==> config.mk <==
export PLATFORM = sky130hd
export DESIGN_NAME = thumb_fetch_unpacker
export DESIGN_NICKNAME = d
export VERILOG_FILES = /design/src/rtl/thumb_pkg.sv /design/src/rtl/thumb_hw_queue.sv /design/src/rtl/thumb_fetch_unpacker.sv
export SDC_FILE = /design/constraint.sdc
export NUM_CORES = 1
export LEC_CHECK = 0
export BUFFER_PORTS_ARGS = -buffer_cell sky130_fd_sc_hd__buf_4
export CAP_MARGIN = 20
export CELL_PAD_IN_SITES_DETAIL_PLACEMENT = 1
export CELL_PAD_IN_SITES_GLOBAL_PLACEMENT = 1
export CORE_MARGIN = 5
export CORE_UTILIZATION = 44
export CTS_CLUSTER_DIAMETER = 30
export DETAILED_ROUTE_END_ITERATION = 7
export PLACE_DENSITY_LB_ADDON = 0.1
export SYNTH_ARGS = -nofsm -noshare
export SYNTH_HDL_FRONTEND = slang
export SYNTH_SLANG_ARGS = --single-unit
export TNS_END_PERCENT = 50
==> constraint.sdc <==
create_clock -name clk -period 5.05 [get_ports clk]
set_input_delay 0.2525 -clock clk [delete_from_list [all_inputs] [get_ports clk]]
set_output_delay 0.2525 -clock clk [all_outputs]
set_load 0.1 [all_outputs]
==> src/rtl/thumb_pkg.sv <==
// rtl/thumb_pkg.sv - shared types, BL/BLX decode constants and helpers for the Thumb fetch unpacker
package thumb_pkg;

   typedef logic [15:0] hw_t;

   localparam int DEFAULT_QDEPTH = 4;

   localparam logic [4:0] BL_PREFIX_MATCH = 5'b11110;
   localparam hw_t        BL_SUFFIX_MASK  = 16'hE800;
   localparam hw_t        BL_SUFFIX_MATCH = 16'hE800;

   localparam logic [31:0] PC_INC_SINGLE = 32'd2;
   localparam logic [31:0] PC_INC_PAIR   = 32'd4;

   typedef enum logic [1:0] {
      ST_EMPTY,
      ST_PARTIAL,
      ST_READY
   } state_t;

   function automatic logic is_prefix(input hw_t hw);
      return hw[15:11] == BL_PREFIX_MATCH;
   endfunction

   function automatic logic is_suffix(input hw_t hw);
      return (hw & BL_SUFFIX_MASK) == BL_SUFFIX_MATCH;
   endfunction

endpackage

==> src/rtl/thumb_hw_queue.sv <==
// rtl/thumb_hw_queue.sv - halfword circular FIFO, 2-wide write, 3-deep peek, pop-1/pop-2, clear
module thumb_hw_queue
   import thumb_pkg::*;
#(
   parameter int  QDEPTH = DEFAULT_QDEPTH,
   localparam int PW     = $clog2(QDEPTH),
   localparam int CW     = PW + 1
) (
   input  logic            clk,
   input  logic            rst,
   input  logic            clear,
   input  logic [1:0]      push_num,
   input  hw_t  [1:0]      push_data,
   input  logic [1:0]      pop_num,
   output hw_t  [2:0]      peek,
   output logic [CW-1:0]   count
);

   hw_t           mem [QDEPTH];
   logic [PW-1:0] rd_ptr;
   logic [PW-1:0] wr_ptr;

   always_ff @(posedge clk or posedge rst) begin
      if (rst) begin
         rd_ptr <= '0;
         wr_ptr <= '0;
         count  <= '0;
      end else if (clear) begin
         rd_ptr <= '0;
         wr_ptr <= '0;
         count  <= '0;
      end else begin
         wr_ptr <= wr_ptr + PW'(push_num);
         rd_ptr <= rd_ptr + PW'(pop_num);
         count  <= count + CW'(push_num) - CW'(pop_num);
      end
   end

   // Storage needs no reset: count gates every consumer of the contents.
   always_ff @(posedge clk) begin
      if (!clear) begin
         if (push_num != 2'd0) mem[wr_ptr] <= push_data[0];
         if (push_num == 2'd2) mem[wr_ptr + PW'(1)] <= push_data[1];
      end
   end

   always_comb begin
      peek = '0;
      for (int k = 0; k < 3; k++) begin
         peek[k] = mem[rd_ptr + PW'(k)];
      end
   end

endmodule

==> src/rtl/thumb_fetch_unpacker.sv <==
// rtl/thumb_fetch_unpacker.sv - splits fetch words into Thumb instructions, merging BL/BLX pairs
module thumb_fetch_unpacker
   import thumb_pkg::*;
#(
   parameter int          QDEPTH   = DEFAULT_QDEPTH,
   parameter logic [31:0] RESET_PC = 32'h0000_0000
) (
   input  logic        clk,
   input  logic        rst,
   input  logic        flush,
   input  logic [31:0] flush_pc,
   input  logic        fetch_valid,
   output logic        fetch_ready,
   input  logic [31:0] fetch_data,
   output logic        out_valid,
   input  logic        out_ready,
   output logic [31:0] out_code,
   output logic        out_pair,
   output logic [31:0] out_pc
);

   localparam int CW = $clog2(QDEPTH) + 1;

   state_t        state;
   state_t        state_next;
   logic [31:0]   pc_r;
   logic          drop_first;
   logic [CW-1:0] count;
   logic [CW-1:0] remain;
   logic [CW-1:0] count_next;
   hw_t  [2:0]    peek;
   hw_t  [1:0]    push_data;
   hw_t           next_head;
   logic [1:0]    push_num;
   logic [1:0]    pop_num;
   logic          accept;
   logic          pair;
   logic          handshake;

   thumb_hw_queue #(.QDEPTH(QDEPTH)) u_queue (
      .clk       (clk),
      .rst       (rst),
      .clear     (flush),
      .push_num  (push_num),
      .push_data (push_data),
      .pop_num   (pop_num),
      .peek      (peek),
      .count     (count)
   );

   assign fetch_ready  = !flush && ((CW'(QDEPTH) - count) >= CW'(2));
   assign accept       = fetch_valid && fetch_ready;
   assign push_num     = !accept ? 2'd0 : (drop_first ? 2'd1 : 2'd2);
   assign push_data[0] = drop_first ? fetch_data[31:16] : fetch_data[15:0];
   assign push_data[1] = fetch_data[31:16];
   assign pair         = is_prefix(peek[0]) && (count >= CW'(2)) && is_suffix(peek[1]);
   assign out_pc       = pc_r;

   // Next state looks ahead at the head the queue will present after this cycle's pop/push.
   always_comb begin
      out_valid  = (state == ST_READY) && !flush;
      handshake  = out_valid && out_ready;
      pop_num    = !handshake ? 2'd0 : (pair ? 2'd2 : 2'd1);
      out_pair   = 1'b0;
      out_code   = '0;
      if (out_valid) begin
         out_pair = pair;
         out_code = pair ? {peek[0], peek[1]} : {16'h0000, peek[0]};
      end
      remain     = count - CW'(pop_num);
      count_next = remain + CW'(push_num);
      if (remain == '0)          next_head = push_data[0];
      else if (pop_num == 2'd2)  next_head = peek[2];
      else if (pop_num == 2'd1)  next_head = peek[1];
      else                       next_head = peek[0];
      state_next = ST_READY;
      if (flush || count_next == '0) begin
         state_next = ST_EMPTY;
      end else if (count_next == CW'(1) && is_prefix(next_head)) begin
         state_next = ST_PARTIAL;
      end
   end

   always_ff @(posedge clk or posedge rst) begin
      if (rst) begin
         state      <= ST_EMPTY;
         pc_r       <= RESET_PC & ~32'h1;
         drop_first <= RESET_PC[1];
      end else begin
         state <= state_next;
         if (flush) begin
            pc_r       <= flush_pc & ~32'h1;
            drop_first <= flush_pc[1];
         end else begin
            if (handshake) pc_r <= pc_r + (pair ? PC_INC_PAIR : PC_INC_SINGLE);
            if (accept)    drop_first <= 1'b0;
         end
      end
   end

endmodule
# == After elaboration in Yosys (flattened, before gate mapping) ==
# Memory sizes are Yosys's and may differ from the RTL's.
# Cells that the tools add are included.
# op_classes
add_sub_neg,11
order_cmp,2
eq_ne,8
muxes,27
reduce_logical,14
# ops
cell,n
$mux W32,4
$mux W16,4
$add A32 B3 Y32,1
$mux W2,8
$eq A5 B5 Y1 const B,2
$mux W1,9
$logic_and A1 B1 Y1,7
$add A3 B2 Y3,2
$eq A2 B2 Y1 const B,3
$ge A3 B2 Y1 const B,2
$logic_not A3 Y1,2
$mux W3,2
$reduce_bool A2 Y1,3
$sub A3 B2 Y3,2
$add A2 B1 Y2 const B,2
$add A2 B2 Y2,2
$eq A4 B4 Y1 const B,1
$eq A3 B1 Y1 const B,1
$sub A3 B3 Y3 const A,1
$add A2 B2 Y2 const B,1
$eq A2 B1 Y1 const B,1
$logic_not A1 Y1,1
$logic_or A1 B1 Y1,1
# word_totals
register_bits,42
ram_bits,64
in_bits,69
output_inout_bits,67
wordCells,69
mem_count,1
# memory_table
name,words,word_bits,read_ports,rd_ports_with_merged_regs,wr,line_no,text
u_queue.mem,4,16,3,0,2,thumb_hw_queue.sv:19,hw_t mem [QDEPTH];

# == Longest topological paths before layout ==
# Gate-level depths: netlist of run 1.
# An unclocked memory read counts as a cell.
# logic_depth
word_depth,14
ltp_mapped,16
ltp_nobuf,14

# == Modules after synthesis ==
# Synthesis of run 1 repeated with hierarchy kept, for this count alone.
# hier_totals
cells_unflattened,593
hier_area_um2,7216.9
# by_module_without_submodules
mod,n_inst,cells_each,area_each_um2,seq_area_each_um2
thumb_hw_queue,1,242,4419.2,2097.0
thumb_fetch_unpacker,1,351,2797.7,850.8

# == Least setup slack after synthesis of run 1 ==
# No wires, ideal clock.
# synth_timing
path_kind,reg2out
from,register u_queue.rd_ptr[1]
to,output out_code[12]
t_arrival_ns,3.692
required_ns,4.798
setup_slack_ns,1.106
stages_incl_launch_ff,8
n_path_buf,2
cell_sequence,dfrtp_1 buf_6 mux4_2 o31ai_1 or3_1 buf_2 nor3_1 nor3_1
# synth_via
elab_chain_len,6
elab_cells_between_ends,8
cone_classes,add/sub: 1; eq/ne: 2; mux: 2; reduce/logical: 2; memory: 1
# synth_rtl
item,line_no,text
from (decl),thumb_hw_queue.sv:20,logic [PW-1:0] rd_ptr;
from (signal assigned),thumb_hw_queue.sv:34,rd_ptr <= rd_ptr + PW'(pop_num);
$add A2 B1 Y2 / $mem_v2 Z4 W16 (equally long branches),--,
$mem_v2 Z4 W16 *,--,
$eq A4 B4 Y1 / $logic_and A1 B1 Y1 (equally long branches),"thumb_pkg.sv:26, thumb_fetch_unpacker.sv:56",
$logic_and A1 B1 Y1,thumb_fetch_unpacker.sv:56,assign pair = is_prefix(peek[0]) && (count >= CW'(2)) && is_suffix(peek[1]);
$mux W32 *,thumb_fetch_unpacker.sv:68,"out_code = pair ? {peek[0], peek[1]} : {16'h0000, peek[0]};"
$mux W32 *,thumb_fetch_unpacker.sv:66,if (out_valid) begin
to (decl),thumb_fetch_unpacker.sv:17,"output logic [31:0] out_code,"
# Mark *: on every way between the ends. The rest lies on a longest branch, timed or not.

# == Final worst setup path of run 1 ==
# layout_timing
from,register u_queue.rd_ptr[1]
to,register state[0]
# layout_via
elab_chain_len,14
elab_cells_between_ends,24
cone_classes,add/sub: 4; eq/ne: 6; mux: 7; reduce/logical: 6; memory: 1
# layout_rtl
item,line_no,text
$add A2 B1 Y2 / $mem_v2 Z4 W16 (equally long branches),--,
$mem_v2 Z4 W16 *,--,
"parallel branches: the longest is 11 deep, another holds $sub A3 B2 Y3",--,
$mux W2 *,thumb_fetch_unpacker.sv:77,if (flush || count_next == '0) begin
named net state_next[0],thumb_fetch_unpacker.sv:25,state_t state_next;
to (signal assigned),thumb_fetch_unpacker.sv:90,state <= state_next;
to (decl),thumb_fetch_unpacker.sv:24,state_t state;
# Mark *: on every way through the listed nets, which the timed path passes.
# A chain may end at the register's enable or synchronous reset.

==> qor.yml, run 1 <==
busiest_layer: "met2"
slew_violations: 0
cts_tree: "yes"
place_ws_ps: 668
yosysMostFrequentCell: "mux2_2"
post-route-period-util_pct: 86.6
setup_ws_ps: 678
path_cells: "mux4_2, nand2b_1, or3_4, nor2_2, nor2_1, ha_1, fa_1, inv_1, fa_1, xnor2_1, o31ai_1, and4b_1"
wl_per_cell_um: 20.9
num_vias: 5536
fp-row-count: 45
slowest_stage: "dfrtp_2"
met1_usage_pct: 29.0
place.port_buffers: 132
grt_max_degree: 66
drc_errors: 0
use_met2_pct: 39.1
vias_per_cell: 5.85
diodes: 0
max_clock_freq_ghz: 0.229
synth.top_cell.area_share_pct: 28.4
cp.required_ps: 5290
die_y_um: 134
async_flop_share_pct: 39.0
rsz0062_at_grt: "no"
syn_area_per_cell_um2: 10.7
cts.repair.resized: 0
routed_wl_um: 19700
layout-drive-gt1-share_pct: 35.5
cts_buffer_depth: 2
ant_nets: 0
leakage_nw: 3.25
critPathMaxFanout: 20
post-place-cells: 929
end_kind: "flop"
pwr_density_cell_nw_per_um2: 382
worstMarginPinSlew_ps: 913
drtIter0Drc: 266
crit_path_start_kind: "flop"
yosys_most_used_dff: "edfxtp_1"
slew-limit-headroom_pct: 38.9
hold_violations: 0
fin_tns_setup_ps: 0
hpwl_um: 14000
grt_antenna_before_repair: 0
syn_area_um2: 6770
post_layout_nonfiller_instances: 946
finalWeightedCongestion: 0.805
grt_pass1_wl_um: 31900
cts_inserted_buffers: 9
die_w_um: 134
postCtsHoldBufs: 0
synth_area_leaders: "edfxtp_1 28%, dfrtp_1 15%, mux2_2 13%, mux2i_1 4.1%, nor2_1 3.4%"
coreArea_um2: 15100
status: "completed"
synth.distinct_cells: 63
synthTopCellsByCount: "78 x mux2_2, 64 x edfxtp_1, 62 x nor2_1, 52 x nand2_1, 41 x dfrtp_1"
skew_ps: 5.94
clock_sinks: 105
synth_edf_count: 64
insertion_delay_ps: 350
max-cap-violations: 0
hold_path.class: "in -> async"
netlist_instances: 634
area_delta_synth_final_pct: 22.3
crit_family: "simple AND/OR/NAND/NOR gates"
peakVddDrop_mv: 0.294
synth_top_cell_by_area: "edfxtp_1"
grtUsageTotal_pct: 22.4
r2r_setup_slack_ps: 680
ios: 136
grt_pass1_vias: 5911
yosysSeqAreaShare_pct: 43.6
start_util_pct: 44.7
clk_pin_slew_worst_paths_ps: 70
postCtsSetupBuffers: 0
first_pass_iters: 4
synth_seq_cells: 105
fin_crit_ps: 4370
cp_slowest_stage_delay_ps: 720
htreeDepth: 3
dieArea_um2: 18000
worstPathArrival_ps: 4610
met3_usage_pct: 3.79
setup-violations-final: 0
ys_warn_count: 0
critPathBufInv: 1
cp_common_cell: "fa_1"
cts-root-buf: "clkbuf_16"
grt-ovfl-total: 0
nets: 836
worstSetupPathType: "reg -> reg"
## path summary, 6_finish.rpt
| check | startpoint | endpoint | cells after the start |
|---|---|---|---|
| max | u_queue.rd_ptr[1]$_DFF_PP0_ | state[0]$_DFF_PP0_ | 12 |
| min | rst | u_queue.wr_ptr[1]$_DFF_PP0_ | 3 |
| max in group asynchronous | rst | u_queue.rd_ptr[1]$_DFF_PP0_ | 3 |
| min in group clk | flush_pc[16] | out_pc[16]$_DFFE_PP0N_ | 3 |
| min reg2reg | out_pc[30]$_DFFE_PP0N_ | out_pc[30]$_DFFE_PP0N_ | 2 |
| max reg2reg | u_queue.rd_ptr[1]$_DFF_PP0_ | state[0]$_DFF_PP0_ | 12 |
## worst min-delay path, delay by kind of cell
family	cells	cell delay [ps]
buf+inv	3	610
## layout by cell type (no fill, tap or decap), drive strengths merged, types with 4 or more instances in the layout
cell / synthesis / layout
buf: 22 / 147
mux2: 78 / 78
edfxtp: 64 / 64
nor2: 63 / 63
nand2: 52 / 52
dfrtp: 41 / 41
a21oi: 30 / 30
mux2i: 28 / 28
nand3: 28 / 28
inv: 21 / 24
o21ai: 20 / 20
xnor2: 14 / 14
o21a: 12 / 12
a2111oi: 12 / 12
nor3: 11 / 11
and3: 10 / 10
ha: 9 / 9
clkbuf: 18 / 9
xor2: 8 / 8
nor4: 7 / 7
mux4: 7 / 7
nor2b: 6 / 6
o31ai: 6 / 6
a31oi: 6 / 6
nand4: 5 / 5
o211ai: 5 / 5
fa: 5 / 5
a221o: 4 / 4
or3: 4 / 4
## flip-flops by register name (all words and copies together), names as in the netlist
signal and count:
u_queue.wr_ptr 2, u_queue.mem 64, state 2, out_pc 31, u_queue.count 3, u_queue.rd_ptr 2
drop_first 1
## cell families (layout without fill, tap and decap cells)
| kind of cell | count (synthesis) | in the layout | share of synthesized area, % |
|---|---|---|---|
| AOI/OAI and AO/OA | 107 | 107 | 11.3 |
| xor gates and xnor gates | 22 | 22 | 2.85 |
| adders and majority gates | 14 | 14 | 3.14 |
| buffers and inverters | 62 | 185 | 4.12 |
| DFF | 105 | 105 | 43.6 |
| muxes | 113 | 113 | 19.5 |
| other | 1 | 2 | 0.0554 |
| and+or+nand+nor | 210 | 210 | 15.5 |
## per-layer routing
metal,up-vias,wire length (um)
met3,17,1030
met5,-,0
met4,0,230
met2,131,10100
li1,2582,-
met1,2806,8370
## power breakdown
group / internal, W / total (W) / switching (W)
clock network: 0.000445 / 0.000784 / 0.000339
registers: 0.00104 / 0.00114 / 0.0000988
logic: 0.000406 / 0.00123 / 0.000828
total: 0.00189 / 0.00316 / 0.00127
## through the flow
| stage | cell area, um2 | power, W | hold slack [ps] | utilization [%] |
|---|---|---|---|---|
| after detailed placement | 7930 | 0.00239 | 432 | 52.4 |
| after floorplan | 6770 | 0.00205 | 372 | - |
| final | 8270 | 0.00316 | 42.2 | 54.6 |
| after CTS | 8260 | 0.00318 | 47.5 | 54.5 |
| after global routing | 8270 | 0.00333 | 88.7 | 54.6 |
| after global placement | 7930 | 0.00235 | 428 | 52.4 |
## final cells by class
class                           count  area, um2
Sequential cell                   105       2950
Multi-Input combinational cell    468       3570
Timing Repair Buffer              147       1110
Tap cell                          188        235
Fill cell                        1642       6870
Inverter                           22       82.6
Clock inverter                      7        106
Clock buffer                        9        225
(Power assumes the default switching activity.)
==> run 2: changes to the inputs <==
--- a/config.mk
+++ b/config.mk
@@ -10,7 +10,7 @@
 export CELL_PAD_IN_SITES_DETAIL_PLACEMENT = 1
 export CELL_PAD_IN_SITES_GLOBAL_PLACEMENT = 1
 export CORE_MARGIN = 5
-export CORE_UTILIZATION = 44
+export CORE_UTILIZATION = 39
 export CTS_CLUSTER_DIAMETER = 30
 export DETAILED_ROUTE_END_ITERATION = 7
 export PLACE_DENSITY_LB_ADDON = 0.1
==> constraint.sdc (replaced) <==
create_clock -name clk -period 3.9 [get_ports clk]
set_input_delay 0.195 -clock clk [delete_from_list [all_inputs] [get_ports clk]]
set_output_delay 0.195 -clock clk [all_outputs]
set_load 0.1 [all_outputs]
==> run 2 against run 1 <==
Effect of this change: clock power up 20%; routed wire length up 3.4%; hold slack worse by 2.5 ps; final area up 0.98%; final cell count up 5.1%; flip-flop and latch count unchanged; critical path depth up 1; combinational power up 32%; clock-buffer cell count unchanged; sequential share of layout area down 0.35 points; via count down 0.23%; clock skew up 8.6 ps.
==> qor.yml, run 2 (synthesis results as in run 1) <==
fin_crit_ps: 3670
setup_ws_ps: 232
clock_sinks: 105
status: "completed"
cp.required_ps: 4190
crit_path_start_kind: "flop"
nets: 847
grt-ovfl-total: 0
area_delta_synth_final_pct: 23.5
critPathCapture: "out_pc[29]$_DFFE_PP0N_"
switchingPower_w: 0.00169
fin_tns_setup_ps: 0
grt_antenna_before_repair: 0
die_y_um: 142
hpwl_um: 15300
clockPowerShare_pct: 23.4
diodes: 0
netSwitchingFraction_pct: 41.9
cts_inserted_buffers: 9
r2r_cells: 13
worstMarginPinSlew_ps: 1060
post-route-period-util_pct: 94.0
max_clock_freq_ghz: 0.273
hold_path.class: "in -> reg"
ant_nets: 0
cts_buffer_depth: 2
pwr_density_cell_nw_per_um2: 482
wl_per_cell_um: 20.5
drc_errors: 0
max-cap-violations: 0
place_ws_ps: 185
top_register: "u_queue.mem"
critPathMaxFanout: 8
num_vias: 5523
worstPathArrival_ps: 3950
finalHoldWorstSlack_ps: 39.7
cts_tree: "yes"
worstSetupStartpoint: "u_queue.rd_ptr[0]$_DFF_PP0_"
power_w: 0.00403
rr_startpoint: "u_queue.rd_ptr[0]$_DFF_PP0_"
finalWeightedCongestion: 0.878
skew_ps: 14.6
setup-violations-final: 0
rsz0062_at_grt: "no"
routed_wl_um: 20400
r2r-end: "out_pc[29]$_DFFE_PP0N_"
pwr-share-seq_pct: 36.5
start_util_pct: 39.4
slew-limit-headroom_pct: 28.9
coreArea_um2: 17200
layout-drive-gt1-share_pct: 36.0
grt_pass1_vias: 5734
first_pass_iters: 4
final_cell_mix: "157 x buf_4, 78 x mux2_2, 64 x edfxtp_1"
clk_pin_slew_worst_paths_ps: 80
fillers: 1902
place.port_buffers: 132
grtUsageTotal_pct: 20.5
worstSetupPathType: "reg -> reg"
vias_per_cell: 5.56
end_kind: "flop"
p_comb_share_pct: 40.1
utilization_pct: 48.6
grt_max_degree: 46
cts-root-buf: "clkbuf_16"
grt_pass1_wl_um: 32200
r2r_setup_slack_ps: 230
dieArea_um2: 20100
insertion_delay_ps: 370
largest_register_ffs: 64
slew_violations: 0
peakVddDrop_mv: 0.219
fp-row-count: 48
die_w_um: 142
leakage_nw: 3.29
htreeDepth: 3
ios: 136
hold_violations: 0
drtIter0Drc: 238
internal_power_w: 0.00234
layout_commonest_cell: "buf_4"
==> run 2: layout make-up <==
type                    count  area [um2]  share of cell area, %
clock inverters             7        71.3                  0.854
clock buffers               9         225                   2.70
inverters                  22        82.6                  0.988
well taps                 225         282                   3.37
multi-input cells         468        3550                   42.5
repair buffers            158        1190                   14.2
flip-flops and latches    105        2950                   35.3
==> run 2: worst min path at each step <==
| stage | start | end | slack, ps | cells after the start |
|---|---|---|---|---|
| final | flush_pc[22] | out_pc[22]$_DFFE_PP0N_ | 40 | 3 |
| after global placement | rst | out_pc[9]$_DFFE_PP0N_ | 190 | 2 |
| after detailed placement | rst | out_pc[6]$_DFFE_PP0N_ | 200 | 2 |
| after floorplan | flush_pc[26] | out_pc[26]$_DFFE_PP0N_ | 310 | 2 |
| after global routing | flush_pc[6] | out_pc[6]$_DFFE_PP0N_ | 30 | 3 |
| after CTS | flush_pc[6] | out_pc[6]$_DFFE_PP0N_ | 30 | 3 |
==> run 2: critical path: stages (launching register included) <==
cell and delay (ps):
dfrtp_2 460, buf_4 190, mux4_2 520, nand2_1 130, or3_4 150, nor2_2 40
buf_4 140, inv_1 110, ha_1 200, inv_1 60, fa_1 470, or4_1 600
or3_1 360, a31oi_1 160
==> run 2: timing repair <==
action,CTS,global route
hold buffers,1,0
endpoints found under the setup margin,0,1
endpoints found under the hold margin,9,0
buffers inserted,0,3
gates resized for setup,0,0
==> run 2: through the flow <==
step                      instances  area (um2)
final                           994        8350
after global routing            994        8350
after CTS                       991        8330
after detailed placement        974        8030
after global placement          974        8030
after floorplan                 635        6770
==> run 2: power by group through the flow <==
stage / sequential, W / clock, W / combinational (W)
final: 0.00147 / 0.000941 / 0.00162
after global routing: 0.00149 / 0.00101 / 0.00173
after CTS: 0.00147 / 0.000964 / 0.00162
after detailed placement: 0.00150 / 0 / 0.00162
after global placement: 0.00148 / 0 / 0.00158
after floorplan: 0.00167 / 0 / 0.000987
==> run 2: metal layers <==
metal | track usage (%) | wire (um) | up-vias
li1 | - | - | 2613
met1 | 27.2 | 9210 | 2739
met2 | 34.0 | 9750 | 141
met3 | 3.27 | 933 | 30
met4 | 7.47 | 501 | 0
met5 | 0 | 0 | -
